==> config.mk <==
export PLATFORM = sky130hd
export DESIGN_NAME = video_timing_pattern
export DESIGN_NICKNAME = d
export VERILOG_FILES = /design/src/rtl/video_timing_pattern.sv
export SDC_FILE = /design/constraint.sdc
export NUM_CORES = 1
export LEC_CHECK = 0
export ABC_AREA = 0
export CAP_MARGIN = 20
export CORE_MARGIN = 2
export CORE_UTILIZATION = 52
export CTS_CLUSTER_SIZE = 8
export DETAILED_ROUTE_END_ITERATION = 8
export PLACE_DENSITY = 0.79
export SETUP_SLACK_MARGIN = 0.02
export SYNTH_ARGS = -nofsm -noshare
export SYNTH_HDL_FRONTEND = slang
export SYNTH_SLANG_ARGS = --single-unit
==> constraint.sdc <==
create_clock -name clk -period 3.9 [get_ports clk]
set_input_delay 0.39 -clock clk [delete_from_list [all_inputs] [get_ports clk]]
set_output_delay 0.39 -clock clk [all_outputs]
set_load 0.02 [all_outputs]
==> src/rtl/video_timing_pattern.sv <==
// ============================================================================
// video_timing_pattern
// ----------------------------------------------------------------------------
// Purpose
//   Parametrised raster timing generator with a built-in test pattern source.
//   It produces blank/hsync/vsync, position and RGB for the HDMI video
//   encoder. Everything leaving the block is registered from one shared
//   counter state, so sync, blank, position and pixel data never skew
//   relative to each other.
//
//   Line layout  : active | front porch | sync | back porch
//   Frame layout : active | front porch | sync | back porch  (whole lines)
//
// Optional feature (compile-time macro)
//   FRAME_COUNT_EN : adds the 16-bit frame_cnt output and makes the checker
//                    pattern scroll one pixel to the left per frame.
//                    Leave it undefined for the plain static-checker build.
//
// Ports
//   clk          in   pixel clock
//   reset        in   synchronous reset, active-low
//   enable       in   advance the raster; low freezes counters and outputs
//   mode         in   pattern select: 0 bars, 1 checker, 2 grey ramp, 3 solid
//   solid_rgb    in   {R,G,B} used by the solid pattern
//   blank        out  high outside the active area
//   hsync        out  horizontal sync, active level HS_POL
//   vsync        out  vertical sync, active level VS_POL
//   line_start   out  one-cycle pulse with the first pixel of every line
//   frame_start  out  one-cycle pulse with pixel (0,0)
//   xpos, ypos   out  column / line of the pixel currently presented
//   red/green/blue out pixel data, forced to zero while blanked
//   frame_cnt    out  (FRAME_COUNT_EN only) index of the frame being output
// ============================================================================

module video_timing_pattern #(
    parameter int H_ACTIVE = 640,
    parameter int H_FP     = 16,
    parameter int H_SYNC   = 96,
    parameter int H_BP     = 48,
    parameter int V_ACTIVE = 480,
    parameter int V_FP     = 10,
    parameter int V_SYNC   = 2,
    parameter int V_BP     = 33,
    parameter int HS_POL   = 0,
    parameter int VS_POL   = 0,
    parameter int CW       = 12,
    parameter int BPC      = 8
) (
    input  logic             clk,
    input  logic             reset,
    input  logic             enable,
    input  logic [1:0]       mode,
    input  logic [3*BPC-1:0] solid_rgb,
    output logic             blank,
    output logic             hsync,
    output logic             vsync,
    output logic             line_start,
    output logic             frame_start,
    output logic [CW-1:0]    xpos,
    output logic [CW-1:0]    ypos,
    output logic [BPC-1:0]   red,
    output logic [BPC-1:0]   green,
    output logic [BPC-1:0]   blue
`ifdef FRAME_COUNT_EN
    ,
    output logic [15:0]      frame_cnt
`endif
);

    // ------------------------------------------------------------------------
    // Derived timing constants, all sized to the counter width
    // ------------------------------------------------------------------------
    localparam int H_TOTAL = H_ACTIVE + H_FP + H_SYNC + H_BP;
    localparam int V_TOTAL = V_ACTIVE + V_FP + V_SYNC + V_BP;

    // Bar width; the final bar soaks up whatever H_ACTIVE/8 leaves over.
    localparam int BW = (H_ACTIVE / 8 > 0) ? (H_ACTIVE / 8) : 1;

    localparam logic [CW-1:0] ONE       = CW'(1);
    localparam logic [CW-1:0] H_LAST    = CW'(H_TOTAL - 1);
    localparam logic [CW-1:0] V_LAST    = CW'(V_TOTAL - 1);
    localparam logic [CW-1:0] H_ACT_END = CW'(H_ACTIVE);
    localparam logic [CW-1:0] V_ACT_END = CW'(V_ACTIVE);
    localparam logic [CW-1:0] HS_FIRST  = CW'(H_ACTIVE + H_FP);
    localparam logic [CW-1:0] HS_LAST   = CW'(H_ACTIVE + H_FP + H_SYNC - 1);
    localparam logic [CW-1:0] VS_FIRST  = CW'(V_ACTIVE + V_FP);
    localparam logic [CW-1:0] VS_LAST   = CW'(V_ACTIVE + V_FP + V_SYNC - 1);
    localparam logic [CW-1:0] BW_LAST   = CW'(BW - 1);

    localparam logic HS_ON = 1'(HS_POL);
    localparam logic VS_ON = 1'(VS_POL);

    localparam logic [1:0] MODE_BARS    = 2'd0;
    localparam logic [1:0] MODE_CHECKER = 2'd1;
    localparam logic [1:0] MODE_RAMP    = 2'd2;
    localparam logic [1:0] MODE_SOLID   = 2'd3;

    localparam logic [2:0] BAR_LAST = 3'd7;

    // ------------------------------------------------------------------------
    // State
    // ------------------------------------------------------------------------
    logic [CW-1:0]  hCnt_q, hCnt_d;
    logic [CW-1:0]  vCnt_q, vCnt_d;
    logic [CW-1:0]  barCnt_q, barCnt_d;
    logic [2:0]     barIdx_q, barIdx_d;
    logic [1:0]     mode_q, mode_d;

    logic           blank_q, blank_d;
    logic           hsync_q, hsync_d;
    logic           vsync_q, vsync_d;
    logic           lineStart_q, lineStart_d;
    logic           frameStart_q, frameStart_d;
    logic [CW-1:0]  xpos_q, xpos_d;
    logic [CW-1:0]  ypos_q, ypos_d;
    logic [BPC-1:0] red_q, red_d;
    logic [BPC-1:0] green_q, green_d;
    logic [BPC-1:0] blue_q, blue_d;

    // ------------------------------------------------------------------------
    // Position decode for the pixel the next enabled edge will present
    // ------------------------------------------------------------------------
    logic          atLineStart;
    logic          atOrigin;
    logic          hActive;
    logic          vActive;
    logic          active;
    logic          hsyncOn;
    logic          vsyncOn;
    logic [1:0]    effMode;
    logic [2:0]    barIdxCur;
    logic [CW-1:0] barCntCur;
    logic          checkerBit;
    logic          checkerWhite;

    assign atLineStart = (hCnt_q == '0);
    assign atOrigin    = atLineStart && (vCnt_q == '0);
    assign hActive     = (hCnt_q < H_ACT_END);
    assign vActive     = (vCnt_q < V_ACT_END);
    assign active      = hActive && vActive;
    assign hsyncOn     = (hCnt_q >= HS_FIRST) && (hCnt_q <= HS_LAST);
    assign vsyncOn     = (vCnt_q >= VS_FIRST) && (vCnt_q <= VS_LAST);

    // The mode sampled at pixel (0,0) already governs pixel (0,0) itself, so
    // a whole frame is always drawn in a single pattern.
    assign effMode = atOrigin ? mode : mode_q;

    // Bar state is forced clear on the first pixel of each line, so it never
    // depends on what happened during the previous line's blanking.
    assign barIdxCur = atLineStart ? 3'd0 : barIdx_q;
    assign barCntCur = atLineStart ? '0   : barCnt_q;

    // ------------------------------------------------------------------------
    // Optional frame counter; also moves the checker's column phase
    // ------------------------------------------------------------------------
`ifdef FRAME_COUNT_EN
    logic [15:0] framesSeen_q, framesSeen_d;
    logic [15:0] frameCnt_q, frameCnt_d;
    logic [15:0] frameIdx;

    // framesSeen counts frames started so far; frame_cnt shows the index of
    // the frame now on screen, so the first frame after reset reads 0.
    always_comb begin
        frameIdx     = atOrigin ? framesSeen_q : frameCnt_q;
        framesSeen_d = framesSeen_q;
        frameCnt_d   = frameCnt_q;
        if (atOrigin) begin
            framesSeen_d = framesSeen_q + 16'd1;
            frameCnt_d   = framesSeen_q;
        end
    end

    // Only bit 5 of the shifted column matters for a 32-pixel tile.
    assign checkerBit = 1'((hCnt_q + CW'(frameIdx)) >> 5);

    // Frame counters share the raster's reset and freeze behaviour.
    always_ff @(posedge clk) begin
        if (!reset) begin
            framesSeen_q <= '0;
            frameCnt_q   <= '0;
        end else if (enable) begin
            framesSeen_q <= framesSeen_d;
            frameCnt_q   <= frameCnt_d;
        end
    end

    assign frame_cnt = frameCnt_q;
`else
    assign checkerBit = hCnt_q[5];
`endif

    assign checkerWhite = ~(checkerBit ^ vCnt_q[5]);

    // ------------------------------------------------------------------------
    // Raster counters: hcnt wraps at the end of the line and carries into
    // vcnt, which wraps at the end of the frame.
    // ------------------------------------------------------------------------
    always_comb begin
        hCnt_d = hCnt_q + ONE;
        vCnt_d = vCnt_q;
        if (hCnt_q == H_LAST) begin
            hCnt_d = '0;
            if (vCnt_q == V_LAST) begin
                vCnt_d = '0;
            end else begin
                vCnt_d = vCnt_q + ONE;
            end
        end
    end

    // ------------------------------------------------------------------------
    // Colour-bar stepping: a width counter ticks every pixel and bumps the
    // bar index every BW pixels, stopping at the last bar.
    // ------------------------------------------------------------------------
    always_comb begin
        barCnt_d = barCntCur + ONE;
        barIdx_d = barIdxCur;
        if (barCntCur == BW_LAST) begin
            barCnt_d = '0;
            if (barIdxCur != BAR_LAST) begin
                barIdx_d = barIdxCur + 3'd1;
            end
        end
    end

    // ------------------------------------------------------------------------
    // Pattern source: RGB for the current pixel, zero outside active video.
    // Bar colours fall out of the index bits directly:
    // white, yellow, cyan, green, magenta, red, blue, black.
    // ------------------------------------------------------------------------
    always_comb begin
        red_d   = '0;
        green_d = '0;
        blue_d  = '0;
        if (active) begin
            case (effMode)
                MODE_BARS: begin
                    red_d   = {BPC{~barIdxCur[1]}};
                    green_d = {BPC{~barIdxCur[2]}};
                    blue_d  = {BPC{~barIdxCur[0]}};
                end
                MODE_CHECKER: begin
                    red_d   = {BPC{checkerWhite}};
                    green_d = {BPC{checkerWhite}};
                    blue_d  = {BPC{checkerWhite}};
                end
                MODE_RAMP: begin
                    red_d   = BPC'(hCnt_q);
                    green_d = BPC'(hCnt_q);
                    blue_d  = BPC'(hCnt_q);
                end
                default: begin
                    red_d   = solid_rgb[3*BPC-1 -: BPC];
                    green_d = solid_rgb[2*BPC-1 -: BPC];
                    blue_d  = solid_rgb[BPC-1   -: BPC];
                end
            endcase
        end
    end

    // ------------------------------------------------------------------------
    // Timing outputs for the current pixel and the frame-synchronous mode
    // latch.
    // ------------------------------------------------------------------------
    always_comb begin
        blank_d      = ~active;
        hsync_d      = hsyncOn ? HS_ON : ~HS_ON;
        vsync_d      = vsyncOn ? VS_ON : ~VS_ON;
        lineStart_d  = atLineStart;
        frameStart_d = atOrigin;
        xpos_d       = hCnt_q;
        ypos_d       = vCnt_q;
        mode_d       = effMode;
    end

    // ------------------------------------------------------------------------
    // Single register stage. An enabled edge presents the pixel at the
    // current counters and steps the counters; with enable low everything,
    // including the one-cycle pulses, simply holds. Reset parks the raster
    // at (0,0) so the very next enabled edge starts a fresh frame.
    // ------------------------------------------------------------------------
    always_ff @(posedge clk) begin
        if (!reset) begin
            hCnt_q       <= '0;
            vCnt_q       <= '0;
            barCnt_q     <= '0;
            barIdx_q     <= '0;
            mode_q       <= '0;
            blank_q      <= 1'b1;
            hsync_q      <= ~HS_ON;
            vsync_q      <= ~VS_ON;
            lineStart_q  <= 1'b0;
            frameStart_q <= 1'b0;
            xpos_q       <= '0;
            ypos_q       <= '0;
            red_q        <= '0;
            green_q      <= '0;
            blue_q       <= '0;
        end else if (enable) begin
            hCnt_q       <= hCnt_d;
            vCnt_q       <= vCnt_d;
            barCnt_q     <= barCnt_d;
            barIdx_q     <= barIdx_d;
            mode_q       <= mode_d;
            blank_q      <= blank_d;
            hsync_q      <= hsync_d;
            vsync_q      <= vsync_d;
            lineStart_q  <= lineStart_d;
            frameStart_q <= frameStart_d;
            xpos_q       <= xpos_d;
            ypos_q       <= ypos_d;
            red_q        <= red_d;
            green_q      <= green_d;
            blue_q       <= blue_d;
        end
    end

    assign blank       = blank_q;
    assign hsync       = hsync_q;
    assign vsync       = vsync_q;
    assign line_start  = lineStart_q;
    assign frame_start = frameStart_q;
    assign xpos        = xpos_q;
    assign ypos        = ypos_q;
    assign red         = red_q;
    assign green       = green_q;
    assign blue        = blue_q;

endmodule

* Yosys cells after proc, flatten, opt, wreduce, memory -nomap -nowiden
Cells that the tools add are included.
Operators by class: add/subtract/negate cells 4, order comparisons 6, eq/ne operators 6, muxes and demuxes 16, bitwise logic cells 6, reductions and logical operators 8
Operators with widths (count):
- case mux 8 bit (3 select lines) | 3
- 2-to-1 mux 12 bit | 4
- adder 12 x 1 -> 12 bit, second input constant | 3
- equality test 12 x 10 -> 1 bit, second input constant | 2
- zero test 12 bit | 2
- 2-to-1 mux 8 bit | 3
- equality test 12 x 7 -> 1 bit, second input constant | 1
- >= comparator 12 x 10 -> 1 bit, second input constant | 1
- >= comparator 12 x 9 -> 1 bit, second input constant | 1
- less-or-equal comparator 12 x 10 -> 1 bit, second input constant | 1
- less-or-equal comparator 12 x 9 -> 1 bit, second input constant | 1
- < comparator 12 x 10 -> 1 bit, second input constant | 1
- < comparator 12 x 9 -> 1 bit, second input constant | 1
- 2-to-1 mux 3 bit | 3
- inverter 1 bit | 5
- logical AND 1 bit | 4
- adder 3 x 1 -> 3 bit, second input constant | 1
- inequality test 3 bit, second input constant | 1
- equality test 2 x 1 -> 1 bit, second input constant | 1
- equality test 2 bit, second input constant | 1
- zero test 2 bit | 1
- 2-to-1 mux 1 bit | 2
- 2-to-1 mux 2 bit | 1
- AND reduction 2 bit | 1
- bitwise XOR 1 bit | 1
Storage, ports and cells: flip-flop bits (word level) 94, bits of input ports 29, output and inout port bits 53

* Longest topological paths before layout
word-level depth 6, mapped depth 15

* Least setup slack after synthesis
OpenSTA, ideal clock, no wires.
path type register to register, start register hCnt_q[0], end register barCnt_q[11], library setup time 0.115 ns, data arrival time 2.939 ns, required time 3.785 ns, path slack 0.847 ns, cell stages (with the launch flop) 16, buffers on the path 3, period minus slack after synthesis 3.053 ns, cell sequence dfxtp_1 clkbuf_1 inv_1 ha_1 nor4b_1 nand3_1 clkbuf_1 clkbuf_1 and2_1 ha_1 and3_1 nand4b_1 nand2_1 a41oi_1 o21a_1 o21a_1
On the way: longest elaborated chain between the ends 4
Ends and longest elaborated chain:
- from (decl) | RTL line 103 | logic [CW-1:0] hCnt_q, hCnt_d;
- from (signal assigned) | RTL line 300 | hCnt_q <= hCnt_d;
- zero test 12 bit * | RTL line 136 | assign atLineStart = (hCnt_q == '0);
- 2-to-1 mux 12 bit * | RTL line 151 | assign barCntCur = atLineStart ? '0 : barCnt_q;
- adder 12 x 1 -> 12 bit or equality test 12 x 7 -> 1 bit (tied branches) | RTL line 216, 218
- 2-to-1 mux 12 bit * | RTL line 218 | if (barCntCur == BW_LAST) begin
- to (signal assigned) | RTL line 302 | barCnt_q <= barCnt_d;
- to (decl) | RTL line 105 | logic [CW-1:0] barCnt_q, barCnt_d;
Every way passes the cells marked *; elsewhere a longest branch is shown, timed or not. A chain may end at the register's enable or synchronous reset.

* Worst setup path in the final report
start register hCnt_q[0], end register barCnt_q[4]
The elaborated chain is that of the path after synthesis.

==> results.yml <==
critical_path:
  path_buf_inv: 2
  reg2reg_from: "hCnt_q[0]$_SDFFE_PN0P_"
  worstPathMaxFanout: 21
  rr_endpoint: "barCnt_q[4]$_SDFFE_PN0P_"
  slowest_stage: "dfxtp_1"
  r2r_slack_ns: 0.92
  cp-startpoint: "hCnt_q[0]$_SDFFE_PN0P_"
  crit_cells: 13
  r2r_cells: 13
  cpPeakStageDelay_ns: 0.41
  path_class: "reg -> reg"
  crit_arrival_ns: 3.28
  crit_family: "simple AND/OR/NAND/NOR gates"
  required_ns: 4.20
  setup.worst_path.end: "barCnt_q[4]$_SDFFE_PN0P_"
  crit_chain: "inv_1 > ha_1 > nor4b_1 > nand3_1 > buf_4 > and2_1 > ha_1 > and3_1 > nand4b_1 > nand3_1 > nor3b_1 > a21oi_1 > nor2b_1"
  startpoint_type: "flop"
  cp-end-kind: "flop"
finish:
  final.fill_count: 707
  final_util: 0.667
  diodes: 0
  nets: 619
  drive_above_1_share: 0.0577
  fin_cells: 694
  area_growth_pct: 23.3
route:
  postRouteAntennaNets: 0
  drtIter0Drc: 184
  vias_per_cell: 5.61
  vias: 3890
  dr.pass1.iters: 4
  avgRoutedWirePerCell_um: 15.1
  drt-total-wl_um: 10500
  drc: 0
synthesis:
  syn-num-nets: 555
  synth_area_leaders: "dfxtp_1 (42%), mux2i_1 (6.3%), nor2b_1 (5.6%), nand2_1 (4.6%), o21ai_0 (4.3%)"
  yosysWarnings: 0
  ys_types: 48
  synth_top_cell_by_area: "dfxtp_1"
  synth_area_um2: 4470
  yosys-top-cells-count: "dfxtp_1 (94), nand2_1 (55), nor2b_1 (40)"
  synth_edf_count: 0
  ys_ff_latch: 94
  ys.flop_type: "dfxtp_1"
  async_reset_ff_frac: 0
  syn-mean-instance-area_um2: 8.59
  yosysMostFrequentCell: "dfxtp_1"
  postSynthCellCount: 520
  ys_seq_area_frac: 0.421
  yosysTopAreaCellShare: 0.421
clock_tree:
  path_clk_slew_ns: 0.10
  clock_latency_ns: 0.36
  numCtsBuffers: 9
  cts_resized: 0
  cts_sinks: 94
  cts_root_buf: "clkbuf_8"
  post_cts_buffers: 0
  cts_tree: "done"
  clockBufferDepth: 2
  htreeDepth: 3
  hold_buffers: 0
timing:
  tightest_slew_ns: 0.784
  whs_ns: 0.451
  setup_tns_ns: 0
  fin_crit_ns: 2.98
  maxSlewHeadroom: 0.473
  finalHoldViolCount: 0
  clock_skew_ns: 0.0103
  fmax_mhz: 336
  finalSetupViolations: 0
  fin_crit_sh: 0.764
  rsz0062_at_grt: "no"
  slew_viol_final: 0
floorplan:
  die_h_um: 96.7
  core_region_area_um2: 8260
  rows: 33
  start_util: 0.541
  die-area_um2: 9350
  io_pins: 82
  fp.dieW_um: 96.7
global_route:
  grt_pass1_vias: 3679
  antenna_found_initial: 0
  overflow: 0
  grt_max_degree: 55
  grt_usage: 0.224
  grt_pass1_wl_um: 17600
run:
  maxCapViolCount: 0
pwr:
  leakage_nw: 1.99
  power_density_nw_per_um2: 375
  vdd_ir_drop_max_v: 0.000240
run_status:
  status: "complete, no violations"
placement:
  dp.cells: 678
  hpwlAfterDp_um: 7340
  io_buffer_count: 81
  gp_congestion: 0.907
min_path:
  hp-class: "reg -> reg"
[through the flow]
stage	total power [mW]	area [um2]	worst slack, ns
after CTS	2.08	5510	0.944
after global placement	1.40	5300	1.14
after detailed placement	1.41	5300	0.980
after floorplan	1.27	4470	0.847
final	2.06	5510	0.920
after global routing	2.14	5510	0.639
[layer usage]
metal / GRT usage / share of wire / vias up
met2: 0.366 / 0.47 / 128
met1: 0.299 / 0.45 / 1811
met4: 0.0726 / 0.011 / 0
met3: 0.0462 / 0.062 / 13
met5: 0 / 0 / -
li1: - / - / 1938
[worst min-delay path by stage]
stage,from,cells past startpoint,slack (ns),endpoint
floorplan,barCnt_q[1]$_SDFFE_PN0P_,2,0.46,barCnt_q[1]$_SDFFE_PN0P_
global placement,red[5]$_SDFFE_PN0P_,2,0.44,red[5]$_SDFFE_PN0P_
detailed placement,green[3]$_SDFFE_PN0P_,2,0.44,green[3]$_SDFFE_PN0P_
CTS,green[3]$_SDFFE_PN0P_,2,0.45,green[3]$_SDFFE_PN0P_
global route,green[4]$_SDFFE_PN0P_,2,0.48,green[4]$_SDFFE_PN0P_
finish,red[4]$_SDFFE_PN0P_,2,0.45,red[4]$_SDFFE_PN0P_
[power breakdown]
part / internal, mW / leakage [nW] / switching (mW) / total, mW
registers: 0.998 / 0.765 / 0.0248 / 1.02
clock network: 0.319 / 0.103 / 0.358 / 0.677
logic: 0.164 / 1.13 / 0.201 / 0.365
[worst min-delay path, stage by stage (launching register included)]
cell	delay [ns]
dfxtp_1	0.32
nand2_1	0.05
o21ai_1	0.05
[sequential cells by signal, summed over array words and instances (netlist names), 2 cells and up]
register  flops
barCnt_q     12
hCnt_q       12
vCnt_q       12
blue          8
ypos         12
xpos         12
red           8
green         8
mode_q        2
barIdx_q      3
[final cells by class]
cell class,count,area (um2),area share
clock buffers,10,138,0.0250
clock inverters,6,68.8,0.0125
inverters,7,26.3,0.00477
multi-input cells,385,2410,0.438
flip-flops and latches,94,1880,0.342
well taps,105,131,0.0239
repair buffers,87,851,0.155
[cells by family (layout without fill, tap and decap cells)]
kind of cell / count (synthesis) / after routing / synth area share
flip-flops: 94 / 94 / 0.421
AO/OA/AOI/OAI: 105 / 105 / 0.148
multiplexers: 29 / 29 / 0.0658
XOR/XNOR: 21 / 21 / 0.0412
AND/OR/NAND/NOR: 224 / 224 / 0.268
adder cells (fa/ha/maj): 6 / 6 / 0.0168
buffers and inverters: 41 / 110 / 0.0389
[placed cells by master, fill, tap and decap left out, drive strengths merged, types with 2 or more instances in the layout]
cell type and count:
and2 11, and3 7, nand4b 3, ha 6, xor2 13, nand4 11
a21oi 11, a31oi 3, a211oi 6, o21ai 65, a211o 3, nand2b 4
dfxtp 94, o21a 3, nor2 31, and4 2, nand3 9, mux2i 29
a22oi 2, or4 4, nor3 28, clkinv 2, or3 5, inv 9
nor4 5, nand2 55, xnor2 8, nor4b 2, nor3b 4, clkbuf 10
nor2b 40, buf 7, nand3b 2, a21boi 5, clkdlybuf4s50 80
No activity file was read; power rests on OpenSTA's default activity.
